===== src/rtl/regfile_pkg.sv =====
// ---------------------------------------------------------------------------
// regfile_pkg
// Shared constants and helpers for the register_file_p register bank.
//   DEFAULT_WIDTH / DEFAULT_NREG : default word width and word count
//   MAX_WIDTH / MAX_BYTES        : widest word the byte-merge helper handles
//   byte_merge()                 : stored word + write data + byte enables
//                                  -> merged word. It is used by both the
//                                  storage write path and the read bypass.
// ---------------------------------------------------------------------------
package regfile_pkg;

  localparam int DEFAULT_WIDTH = 32;
  localparam int DEFAULT_NREG  = 8;

  // The helper is written once at a fixed maximum width. Callers size-cast
  // into it and back out, so every WIDTH up to MAX_WIDTH shares one body.
  localparam int MAX_WIDTH = 1024;
  localparam int MAX_BYTES = MAX_WIDTH / 8;

  // A byte comes from wdata where its enable is set, otherwise from stored.
  function automatic logic [MAX_WIDTH-1:0] byte_merge(
    input logic [MAX_WIDTH-1:0] stored,
    input logic [MAX_WIDTH-1:0] wdata,
    input logic [MAX_BYTES-1:0] wbe
  );
    logic [MAX_WIDTH-1:0] merged;
    merged = stored;
    for (int i = 0; i < MAX_BYTES; i++) begin
      if (wbe[i]) begin
        merged[8*i +: 8] = wdata[8*i +: 8];
      end else begin
        merged[8*i +: 8] = stored[8*i +: 8];
      end
    end
    return merged;
  endfunction

endpackage


===== src/rtl/register_word.sv =====
// ---------------------------------------------------------------------------
// register_word
// One WIDTH-bit storage word. It has a synchronous active-low reset, a load
// enable and per-byte enables.
// Ports:
//   clk     in   rising-edge clock
//   reset_n in   synchronous reset, active-low (clears the word)
//   load    in   write this word on the current edge
//   be      in   WIDTH/8 byte enables applied when load=1
//   d       in   WIDTH write data
//   q       out  WIDTH stored word (registered)
// ---------------------------------------------------------------------------
module register_word
  import regfile_pkg::*;
#(
  parameter int WIDTH = DEFAULT_WIDTH
) (
  input  logic               clk,
  input  logic               reset_n,
  input  logic               load,
  input  logic [WIDTH/8-1:0] be,
  input  logic [WIDTH-1:0]   d,
  output logic [WIDTH-1:0]   q
);

  logic [WIDTH-1:0] q_r;

  // Storage: clear on reset, otherwise merge enabled bytes on load.
  always_ff @(posedge clk) begin
    if (!reset_n) begin
      q_r <= {WIDTH{1'b0}};
    end else if (load) begin
      q_r <= WIDTH'(byte_merge(MAX_WIDTH'(q_r), MAX_WIDTH'(d), MAX_BYTES'(be)));
    end else begin
      q_r <= q_r;
    end
  end

  assign q = q_r;

endmodule


===== src/rtl/register_file_p.sv =====
// ---------------------------------------------------------------------------
// register_file_p
// Parametrised register file with NREG words of WIDTH bits. It has one
// byte-enabled write port and two independent registered read ports, each
// with 1-cycle latency and a valid flag.
// Optional build macro: REGFILE_WRITE_BYPASS_EN
//   defined   - a read of the address being written in the same cycle
//               returns the merged (post-write) word
//   undefined - such a read returns the pre-write stored word
// Ports:
//   clk, reset_n            clock, synchronous active-low reset
//   we, waddr, wbe, wdata   write port (byte enables, WIDTH/8 bits)
//   re_a, raddr_a           read request / address, port A
//   re_b, raddr_b           read request / address, port B
//   rdata_a, rvalid_a       registered read data / valid, port A
//   rdata_b, rvalid_b       registered read data / valid, port B
// With ZERO_REG=1, word 0 ignores writes and always reads as zero.
// ---------------------------------------------------------------------------
module register_file_p
  import regfile_pkg::*;
#(
  parameter  int WIDTH    = DEFAULT_WIDTH,
  parameter  int NREG     = DEFAULT_NREG,
  parameter  int ZERO_REG = 0,
  localparam int AW       = $clog2(NREG)
) (
  input  logic               clk,
  input  logic               reset_n,
  input  logic               we,
  input  logic [AW-1:0]      waddr,
  input  logic [WIDTH/8-1:0] wbe,
  input  logic [WIDTH-1:0]   wdata,
  input  logic               re_a,
  input  logic [AW-1:0]      raddr_a,
  input  logic               re_b,
  input  logic [AW-1:0]      raddr_b,
  output logic [WIDTH-1:0]   rdata_a,
  output logic               rvalid_a,
  output logic [WIDTH-1:0]   rdata_b,
  output logic               rvalid_b
);

  logic [WIDTH-1:0] words_s [NREG];
  logic [NREG-1:0]  load_s;
  logic [WIDTH-1:0] rd_a_s;
  logic [WIDTH-1:0] rd_b_s;
  logic [WIDTH-1:0] rdata_a_r;
  logic [WIDTH-1:0] rdata_b_r;
  logic             rvalid_a_r;
  logic             rvalid_b_r;

  genvar g;
  generate
    for (g = 0; g < NREG; g++) begin : g_word
      // Word 0 never loads when it is hard-wired to zero.
      if ((g == 0) && (ZERO_REG != 0)) begin : g_zero
        assign load_s[g] = 1'b0;
      end else begin : g_load
        assign load_s[g] = we && (waddr == AW'(g));
      end

      register_word #(.WIDTH(WIDTH)) u_word (
        .clk     (clk),
        .reset_n (reset_n),
        .load    (load_s[g]),
        .be      (wbe),
        .d       (wdata),
        .q       (words_s[g])
      );
    end
  endgenerate

  // Port A read value: stored word, optional same-cycle bypass, zero word.
  always_comb begin
    rd_a_s = words_s[raddr_a];
`ifdef REGFILE_WRITE_BYPASS_EN
    if (we && (waddr == raddr_a)) begin
      rd_a_s = WIDTH'(byte_merge(MAX_WIDTH'(words_s[raddr_a]), MAX_WIDTH'(wdata),
                                 MAX_BYTES'(wbe)));
    end else begin
      rd_a_s = words_s[raddr_a];
    end
`endif
    // The zero word wins over the bypass so a discarded write never leaks out.
    if ((ZERO_REG != 0) && (raddr_a == {AW{1'b0}})) begin
      rd_a_s = {WIDTH{1'b0}};
    end else begin
      rd_a_s = rd_a_s;
    end
  end

  // Port B read value: same rules as port A.
  always_comb begin
    rd_b_s = words_s[raddr_b];
`ifdef REGFILE_WRITE_BYPASS_EN
    if (we && (waddr == raddr_b)) begin
      rd_b_s = WIDTH'(byte_merge(MAX_WIDTH'(words_s[raddr_b]), MAX_WIDTH'(wdata),
                                 MAX_BYTES'(wbe)));
    end else begin
      rd_b_s = words_s[raddr_b];
    end
`endif
    if ((ZERO_REG != 0) && (raddr_b == {AW{1'b0}})) begin
      rd_b_s = {WIDTH{1'b0}};
    end else begin
      rd_b_s = rd_b_s;
    end
  end

  // Read output registers: data holds when idle, valid pulses per request.
  always_ff @(posedge clk) begin
    if (!reset_n) begin
      rdata_a_r  <= {WIDTH{1'b0}};
      rvalid_a_r <= 1'b0;
      rdata_b_r  <= {WIDTH{1'b0}};
      rvalid_b_r <= 1'b0;
    end else begin
      if (re_a) begin
        rdata_a_r  <= rd_a_s;
        rvalid_a_r <= 1'b1;
      end else begin
        rdata_a_r  <= rdata_a_r;
        rvalid_a_r <= 1'b0;
      end
      if (re_b) begin
        rdata_b_r  <= rd_b_s;
        rvalid_b_r <= 1'b1;
      end else begin
        rdata_b_r  <= rdata_b_r;
        rvalid_b_r <= 1'b0;
      end
    end
  end

  assign rdata_a  = rdata_a_r;
  assign rvalid_a = rvalid_a_r;
  assign rdata_b  = rdata_b_r;
  assign rvalid_b = rvalid_b_r;

endmodule


===== config.mk =====
export PLATFORM = sky130hd
export DESIGN_NAME = register_file_p
export DESIGN_NICKNAME = d
export VERILOG_FILES = /design/src/rtl/regfile_pkg.sv /design/src/rtl/register_word.sv /design/src/rtl/register_file_p.sv
export SDC_FILE = /design/constraint.sdc
export NUM_CORES = 1
export LEC_CHECK = 0
export CELL_PAD_IN_SITES_DETAIL_PLACEMENT = 0
export CELL_PAD_IN_SITES_GLOBAL_PLACEMENT = 1
export CORE_MARGIN = 4
export CORE_UTILIZATION = 35
export DETAILED_ROUTE_END_ITERATION = 8
export PLACE_DENSITY = 0.69
export SLEW_MARGIN = 15
export SYNTH_ARGS = -nofsm -noshare
export SYNTH_HDL_FRONTEND = slang
export SYNTH_HIERARCHICAL = 1
export SYNTH_SLANG_ARGS = --single-unit

===== constraint.sdc =====
create_clock -name clk -period 1.45 [get_ports clk]
set_input_delay 0.145 -clock clk [delete_from_list [all_inputs] [get_ports clk]]
set_output_delay 0.145 -clock clk [all_outputs]
set_load 0.05 [all_outputs]

### After elaboration in Yosys (flattened, before gate mapping)

Cells that the tools add are included.

| cells by class | value |
|---|---|
| mux-type cells | 8 |
| reductions and logical operators | 41 |
| equality and inequality tests | 7 |
| $lt $le $gt $ge | 2 |
| bitwise operators | 2 |

Operators by type and width:

| operator | number |
|---|---|
| $bmux 32 s3 | 2 |
| $mux 32 | 4 |
| $reduce_and 2->1 | 32 |
| $eq 3x3->1 const B | 4 |
| $ge 4x4->1 const B | 2 |
| $logic_and 1x1->1 | 8 |
| $not 3->4 | 2 |
| $eq 3x2->1 const B | 2 |
| $eq 3x1->1 const B | 1 |
| $logic_not 3->1 | 1 |
| $mux 1 | 2 |

| storage, ports and cells | value |
|---|---|
| output and inout bits | 66 |
| bits of input ports | 50 |
| word-level logic and storage cells | 96 |
| flip-flop bits (word level) | 322 |

### Logic depth before layout (Yosys ltp)

Gate-level depths: netlist of the first run.

| depth | value |
|---|---|
| depth after elaboration | 4 |
| gate-level depth with buffers | 7 |
| mapped depth without buffers | 4 |

### Cells and area by module

The synthesis of the first run kept the hierarchy.

By module, submodules not included:

| module | times used | area each (um^2) | seq. area each (um^2) | cells an instance |
|---|---|---|---|---|
| register_word | 8 | 1426.4 | 640.6 | 151 |
| register_file_p | 1 | 6337.3 | 1321.3 | 676 |

### Least setup slack after synthesis of the first run

Ideal clock, no wire load.

| path | value |
|---|---|
| kind | input to register |
| start point | in raddr_b[0] |
| end point | reg rdata_b_r[17] (netlist: rdata_b[17]) |
| stages | 6 |
| path slack | 0.170 ns |
| arrival time | 1.148 ns |
| path buffers | 3 |
| cells stage by stage | buf_4 > buf_12 > buf_8 > mux2_2 > o221ai_1 > a21oi_1 |

| between the ends | value |
|---|---|
| word-level cells in the longest chain between the ends | 4 |

RTL lines:

| element | line | text |
|---|---|---|
| start: declaration | register_file_p.sv:36 | `input logic [AW-1:0] raddr_b,` |
| $not 3->4 (implied by the code) | register_file_p.sv:94 | `rd_b_s = words_s[raddr_b];` |
| $bmux 32 s3 | register_file_p.sv:94 |  |
| $mux 32 (implied by the code) (2 in series) | register_file_p.sv:94 |  |
| end signal: assignment | register_file_p.sv:115 | `rdata_b_r <= {WIDTH{1'b0}};` |
| end signal: assignment | register_file_p.sv:126 | `rdata_b_r <= rd_b_s;` |
| end signal: assignment | register_file_p.sv:129 | `rdata_b_r <= rdata_b_r;` |
| end: declaration | register_file_p.sv:48 | `logic [WIDTH-1:0] rdata_b_r;` |

Every way passes these cells. The select of a mux whose other input is x is not followed.
A chain may end at the register's enable or synchronous reset.

### Worst setup path in the final report of the first run

| path | value |
|---|---|
| start point | reg rdata_a_r[6] (netlist: rdata_a[6]) |
| end point | out rdata_a[6] |

RTL lines:

| element | line | text |
|---|---|---|
| start: declaration | register_file_p.sv:47 | `logic [WIDTH-1:0] rdata_a_r;` |
| start signal: assignment | register_file_p.sv:113 | `rdata_a_r <= {WIDTH{1'b0}};` |
| start signal: assignment | register_file_p.sv:119 | `rdata_a_r <= rd_a_s;` |
| start signal: assignment | register_file_p.sv:122 | `rdata_a_r <= rdata_a_r;` |
| end: declaration | register_file_p.sv:37 | `output logic [WIDTH-1:0] rdata_a,` |

No word-level cell between the ends.

==> results.py, run 1 <==
metrics = {
    "status": {
        "status": "completed",
    },
    "grt": {
        "grt_first_pass_wirelength_um": 90300,
        "antenna_found_initial": 1,
        "grt_use_total_pct": 21.0,
        "grt-ovfl-total": 0,
        "grt_max_degree": 66,
        "grt_pass1_vias": 15291,
    },
    "setup_path": {
        "worstSetupPathType": "reg -> out",
        "crit_family": "flip-flops",
        "critPathMaxStageDelay_ns": 0.46,
        "required_ns": 1.31,
        "slowest_stage": "dfxtp_1",
        "end_kind": "primary output",
        "worstPathMaxFanout": 2,
        "worstPathCellList": "buf_4",
        "path_buf_inv": 1,
        "cp-start-kind": "register",
        "arrival_ns": 1.25,
    },
    "drt": {
        "antenna_left": 0,
        "viasPerCell": 5.73,
        "vias": 15376,
        "wl_um": 58700,
        "routedWlPerCell_um": 21.9,
        "drc": 0,
        "dr.first_iter.drc_count": 1205,
        "first_pass_iters": 6,
    },
    "clock_network": {
        "cts.sinks": 322,
        "cts_made_buffers": 38,
        "path_clk_slew_ns": 0.06,
        "clk-insertion-delay-late_ns": 0.54,
        "root_buffer": "clkbuf_16",
        "ctsHtreeMaxLevel": 2,
        "clk_path_buf_depth": 3,
        "cts_tree": "yes",
    },
    "sta": {
        "holdWs_ns": 0.103,
        "worstMarginPinSlew_ns": 0.616,
        "post-route-period-util_pct": 96.2,
        "clock.fmax_mhz": 717,
        "setup_viol": 0,
        "slew_headroom_pct": 58.9,
        "fin_ws_ns": 0.0548,
        "hold_viol": 0,
        "skew_ns": 0.0312,
        "finalSetupTns_ns": 0,
        "min_period_ns": 1.40,
        "grt_setup_unrepaired": "no",
        "final_max_slew_viol_count": 0,
    },
    "power": {
        "switching_power_uw": 6030,
        "power_density_nw_per_um2": 1050,
        "p_comb_share_pct": 14.5,
        "p_sw_share_pct": 27.5,
        "clock_power_share_pct": 43.2,
        "ir_drop_uv": 688,
        "leakagePower_uw": 0.00803,
        "sequentialPowerShare_pct": 42.3,
        "internal_power_uw": 15900,
    },
    "floorplanning": {
        "design.die.area_um2": 54400,
        "num_io_pins": 116,
        "die_w_um": 233,
        "initial_core_util_pct": 35.4,
        "core_area_um2": 50200,
        "die_h_um": 233,
        "num_rows": 82,
    },
    "cells_and_area": {
        "drive_above_1_share_pct": 36.3,
        "layout_common_cells": "dfxtp_1, nand2_1, nand4_1, o21ai_2, buf_4",
        "syn_to_final_growth_pct": 18.0,
        "fin_cells": 2682,
        "fin_area_um2": 20900,
        "nFillCells": 4909,
        "nNetsFinal": 2035,
        "antennaDiodeCount": 0,
        "final_common_cell": "dfxtp_1",
    },
    "yosys": {
        "synth_cells": 1884,
        "synth_cell_types": 26,
        "syn_area_um2": 17700,
        "syn_area_per_cell_um2": 9.42,
        "yosys_warnings": 6,
        "syn_nets": 1934,
        "async_reset_ff_share_pct": 0,
        "ys_seq_area_share_pct": 36.3,
        "synth-edff-count": 0,
        "synth-seq-cells": 322,
        "synthFlopType": "dfxtp_1",
    },
    "run": {
        "max-cap-violations": 0,
    },
    "placed_design": {
        "io_buffers": 115,
        "dpl_cell_area_um2": 19700,
        "hpwl_um": 41400,
        "place_ws_ns": -0.651,
        "gp_congestion": 0.877,
        "placed_cells": 2616,
    },
    "hold_path": {
        "hold_path.class": "in -> reg",
    },
}
## per-stage QoR
step / total power (uW) / util (%)
5_1_grt: 22600 / 41.7
3_3_place_gp: 12600 / 39.3
6_report: 21900 / 41.7
4_1_cts: 22100 / 41.7
3_5_place_dp: 12600 / 39.3
2_1_floorplan: 11300 / -
## routing by layer
metal	global-route usage [%]	vias up	share of wire, %
met5	0	-	0
met4	5.58	0	2.3
met1	29.2	7594	46
met3	3.16	88	4.8
li1	-	7268	-
met2	33.9	426	47
## flip-flops by register name, summed over array words and instances (netlist names)
name and count:
rdata_b 32, rdata_a 32, rvalid_a 1, rvalid_b 1, g_word.u_word/q 256
## cell usage after synthesis (5+ instances only)
cell	instances	share of area, %
a221o_1	51	2.9
clkbuf_1	45	0.95
nand2_1	260	5.5
buf_8	5	0.42
o21ai_0	64	1.8
buf_6	73	4.6
nand2b_1	5	0.18
o22ai_1	51	1.8
o21ai_2	256	13
dfxtp_1	322	36
o221ai_1	13	0.64
nand4_1	256	9.0
and2_4	32	1.6
a21oi_1	64	1.8
buf_2	75	2.1
nor2_1	8	0.17
mux2i_1	128	7.2
buf_4	23	0.97
a22oi_1	13	0.55
mux2_2	127	8.1
## worst min-delay path, cell delays in order
cell     delay [ns]
buf_2          0.23
nand4_1        0.15
o21ai_2        0.05
## final timing paths
check | slack [ns] | start | to | cells after the start
max | 0.05 | rdata_a[6] | rdata_a[6] | 1
max reg2reg | 0.17 | g_word[6].u_word/q[24] | rdata_b[24] | 4
min reg2reg | 0.47 | g_word[4].u_word/q[2] | g_word[4].u_word/q[2] | 2
min | 0.10 | wbe[0] | g_word[7].u_word/q[2] | 3
## cell families (layout without fill, tap and decap cells)
logic type             Yosys count  after routing  synth area share (%)
buffers and inverters          227            353                  9.59
and+or+nand+nor                567            567                  16.6
AOI/OAI and AO/OA              512            512                  22.1
muxes                          256            256                  15.3
DFF                            322            322                  36.3
## cell type report
class                           count  area (um2)  area share (%)
Clock buffer                       56        1110            5.30
Clock inverter                      9        98.8           0.472
Multi-Input combinational cell   1335        9680            46.2
Sequential cell                   322        6450            30.8
Tap cell                          672         841            4.02
Timing Repair Buffer              288        2770            13.2
## power by group through the flow
stage	clock network (uW)	logic (uW)	registers [uW]
3_5_place_dp	0	3160	9450
3_3_place_gp	0	3140	9450
6_report	9460	3190	9260
4_1_cts	9650	3170	9260
2_1_floorplan	0	1530	9820
5_1_grt	10000	3350	9280
## repair_timing
action	4_1_cts	5_1_grt
endpoints found under the setup margin	9	0
hold buffers	1	0
hold endpoints to repair	7	0
gates resized for setup	1	0
setup buffers	0	0
Note: power is estimated with default switching activity, not from simulation.
==> run 2, diff against run 1 <==
--- a/config.mk
+++ b/config.mk
@@ -9,6 +9,7 @@
 export CELL_PAD_IN_SITES_GLOBAL_PLACEMENT = 1
 export CORE_MARGIN = 4
 export CORE_UTILIZATION = 35
+export CTS_CLUSTER_SIZE = 24
 export DETAILED_ROUTE_END_ITERATION = 8
 export PLACE_DENSITY = 0.69
 export SLEW_MARGIN = 15
==> results of run 2 <==
The final DEF is identical to that of run 1; final timing and power are the same.
==> variant, RTL diff (config.mk and constraints of run 1) <==
Make the reset (`reset_n`) asynchronous in 2 clocked blocks. Comments in the files are not updated.
--- a/src/rtl/register_word.sv
+++ b/src/rtl/register_word.sv
@@ -26,7 +26,7 @@
   logic [WIDTH-1:0] q_r;
 
   // Storage: clear on reset, otherwise merge enabled bytes on load.
-  always_ff @(posedge clk) begin
+  always_ff @(posedge clk or negedge reset_n) begin
     if (!reset_n) begin
       q_r <= {WIDTH{1'b0}};
     end else if (load) begin
--- a/src/rtl/register_file_p.sv
+++ b/src/rtl/register_file_p.sv
@@ -108,7 +108,7 @@
   end
 
   // Read output registers: data holds when idle, valid pulses per request.
-  always_ff @(posedge clk) begin
+  always_ff @(posedge clk or negedge reset_n) begin
     if (!reset_n) begin
       rdata_a_r  <= {WIDTH{1'b0}};
       rvalid_a_r <= 1'b0;
Behaviour: not the same (Yosys sat finds a counterexample within 4 cycles, from zero or initial values and one cycle with reset_n low; the reset may be asserted at any time).
==> variant against run 1 <==
  * Die area is 6.5% lower
  * Clock skew is 19 ps lower
  * Final area fell by 2.3%
  * Routed wire length is 19% lower
  * Sequential share of layout area is 8.6 points higher
  * Area after synthesis is 6.7% lower
  * Sequential cell count unchanged
  * Hold slack got worse by 75 ps
  * Count of clock-buffer cells in the layout decreased by 4
  * Setup slack got worse by 5.2 ps
  * Critical endpoint is now g_word[0].u_word/q[1]
  * Largest cell class is now sequential cells
Power is not compared: it rests on default switching activity, and its combinational part moved more than twofold at a synthesized area within 25%.
==> variant: results (changes against run 1) <==
stage,metric,value,unit,change
global_route,GRT Overall Usage,0.186,,was 0.210
placed_design,DP Area,19300,sq um,was 19700 sq um
finish,nets,1505,,was 2035
synthesis,Post-synth top cells,"322 x dfrtp_1, 256 x mux2_2, 192 x mux2i_1, 130 x nor2b_1",,"was 322 x dfxtp_1, 260 x nand2_1, 256 x nand4_1, 256 x o21ai_2, 128 x mux2i_1"
synthesis,asr flop ratio synth,1.00,,was 0
drt,M1 wire length,21.7,mm,was 27.2 mm
placed_design,Detail Placement HPWL,31.6,mm,was 41.4 mm
placed_design,global placer's final weighted congestion,0.781,,was 0.877
power,worst vdd ir,0.000625,V,
synthesis,Yosys warning count,6,,unchanged
finish,# fillers,4251,,was 4909
timing,Worst Clk Skew,12.6,ps,was 31.2 ps
placed_design,Port Buffer Count,115,,unchanged
worst_setup_path,r2r setup slk,310,ps,was 170 ps
cts,H-tree level count,2,,unchanged
drt,drt pass-1 iters,5,,was 6
synthesis,count of distinct cell types in the synthesized netlist,22,,was 26
cts,clk_lat worst skew,530,ps,
worst_setup_path,"Arr. time, crit path",1810,ps,was 1250 ps
hold_path,hold crit path type,in2reg,,unchanged
worst_setup_path,Critical Path Fanout Max,8,,was 2
drt,WL per Instance,22.8,um,was 21.9 um
cts,clk root buf,clkbuf_16,,unchanged
finish,area of the multi-input gates,7950,sq um,was 9680 sq um
cts,"Setup Fix Bufs, Post-CTS",0,,unchanged
drt,DRT iter0 DRCs,655,,was 1205
finish,layout cells sized above 1,0.352,,was 0.363
global_route,first-pass GRT wire length,73.2,mm,was 90.3 mm
hold_path,Min-Delay Startpoint,re_b,,was wbe[0]
synthesis,top cell type's share of synthesized area,0.487,,was 0.363
worst_setup_path,CP startpoint,waddr[2],,was rdata_a[6]
global_route,initial antenna violation count,2,,was 1
status,status,"finished, final reports clean",,unchanged
synthesis,top area cells in the synthesized netlist,"dfrtp_1 49%, mux2_2 17%, mux2i_1 12%",,"was dfxtp_1 36%, o21ai_2 13%, nand4_1 9.0%"
timing,# setup viols final,0,,unchanged
global_route,vias in the first global route,11900,,was 15300
drt,vias per inst,5.50,,was 5.73
synthesis,post-synthesis sequential area ratio,0.487,,was 0.363
cts,clk slew on worst S/H paths,60,ps,about the same
drt,met3 routed WL,2.29,mm,was 2.84 mm
worst_setup_path,reg2reg start,g_word[4].u_word/q[26],,was g_word[6].u_word/q[24]
cts,CTS Buf Count,36,,was 38
timing,relative slew slack,0.743,,was 0.589
drt,routed wl met2,22.6,mm,was 27.3 mm
[variant: cell type report]
class,instances,area share
Multi-Input combinational cell,883,0.389
Clock inverter,6,0.00147
Timing Repair Buffer,212,0.126
Tap cell,607,0.0371
Antenna cell,1,0.000122
Sequential cell,322,0.394
Clock buffer,52,0.0519
[variant: timing repair]
item,CTS,global route
gates resized for setup,3,1
setup endpoints to repair,42,16
endpoints found under the hold margin,274,0
hold buffers,2,0
[variant: power groups by stage]
stage	Combinational [mW]	Sequential [mW]	Clock (mW)
2_1_floorplan	3.83	13.2	0
3_3_place_gp	6.95	12.5	0
3_5_place_dp	7.07	12.6	0
4_1_cts	7.11	12.4	8.86
5_1_grt	7.63	12.7	9.21
6_report	7.04	12.5	8.64
[variant: worst paths after layout]
| kind | endpoint | depth (start not counted) |
|---|---|---|
| hold / removal | rvalid_b | 2 |
| max in group asynchronous | g_word[7].u_word/q[6] | 4 |
| hold reg to reg | g_word[4].u_word/q[30] | 1 |
| setup / recovery | g_word[0].u_word/q[1] | 6 |
| setup reg to reg | rdata_a[26] | 3 |
| min in group asynchronous | rdata_a[18] | 2 |
[variant: layer usage]
metal  GRT usage  vias up
li1            -     5170
met1       0.257     5941
met2       0.303      268
met3      0.0341       70
met4      0.0464        0
met5           0        -
[variant: metrics by stage]
stage               setup slack, ps  cells  hold slack, ps  setup TNS, ps
floorplan                      52.0   1291            -151              0
global placement               -628   2022            25.3        -111930
detailed placement             -635   2022            21.1        -107550
CTS                            47.4   2082            22.9              0
global route                   7.88   2082            37.1              0
finish                         49.7   2083            28.1              0
[variant: kinds of logic after synthesis]
group | Yosys count | share of synthesized area
flops | 322 | 0.487
compound gates | 192 | 0.102
mux | 448 | 0.290
buf+inv | 86 | 0.0348
simple gates | 243 | 0.0865
[variant: critical path, stage by stage]
cell and delay, ps:
clkdlybuf4s50_1 470, nand2b_1 320, nor3_1 90, buf_4 170
nand2_2 240, mux2_2 380
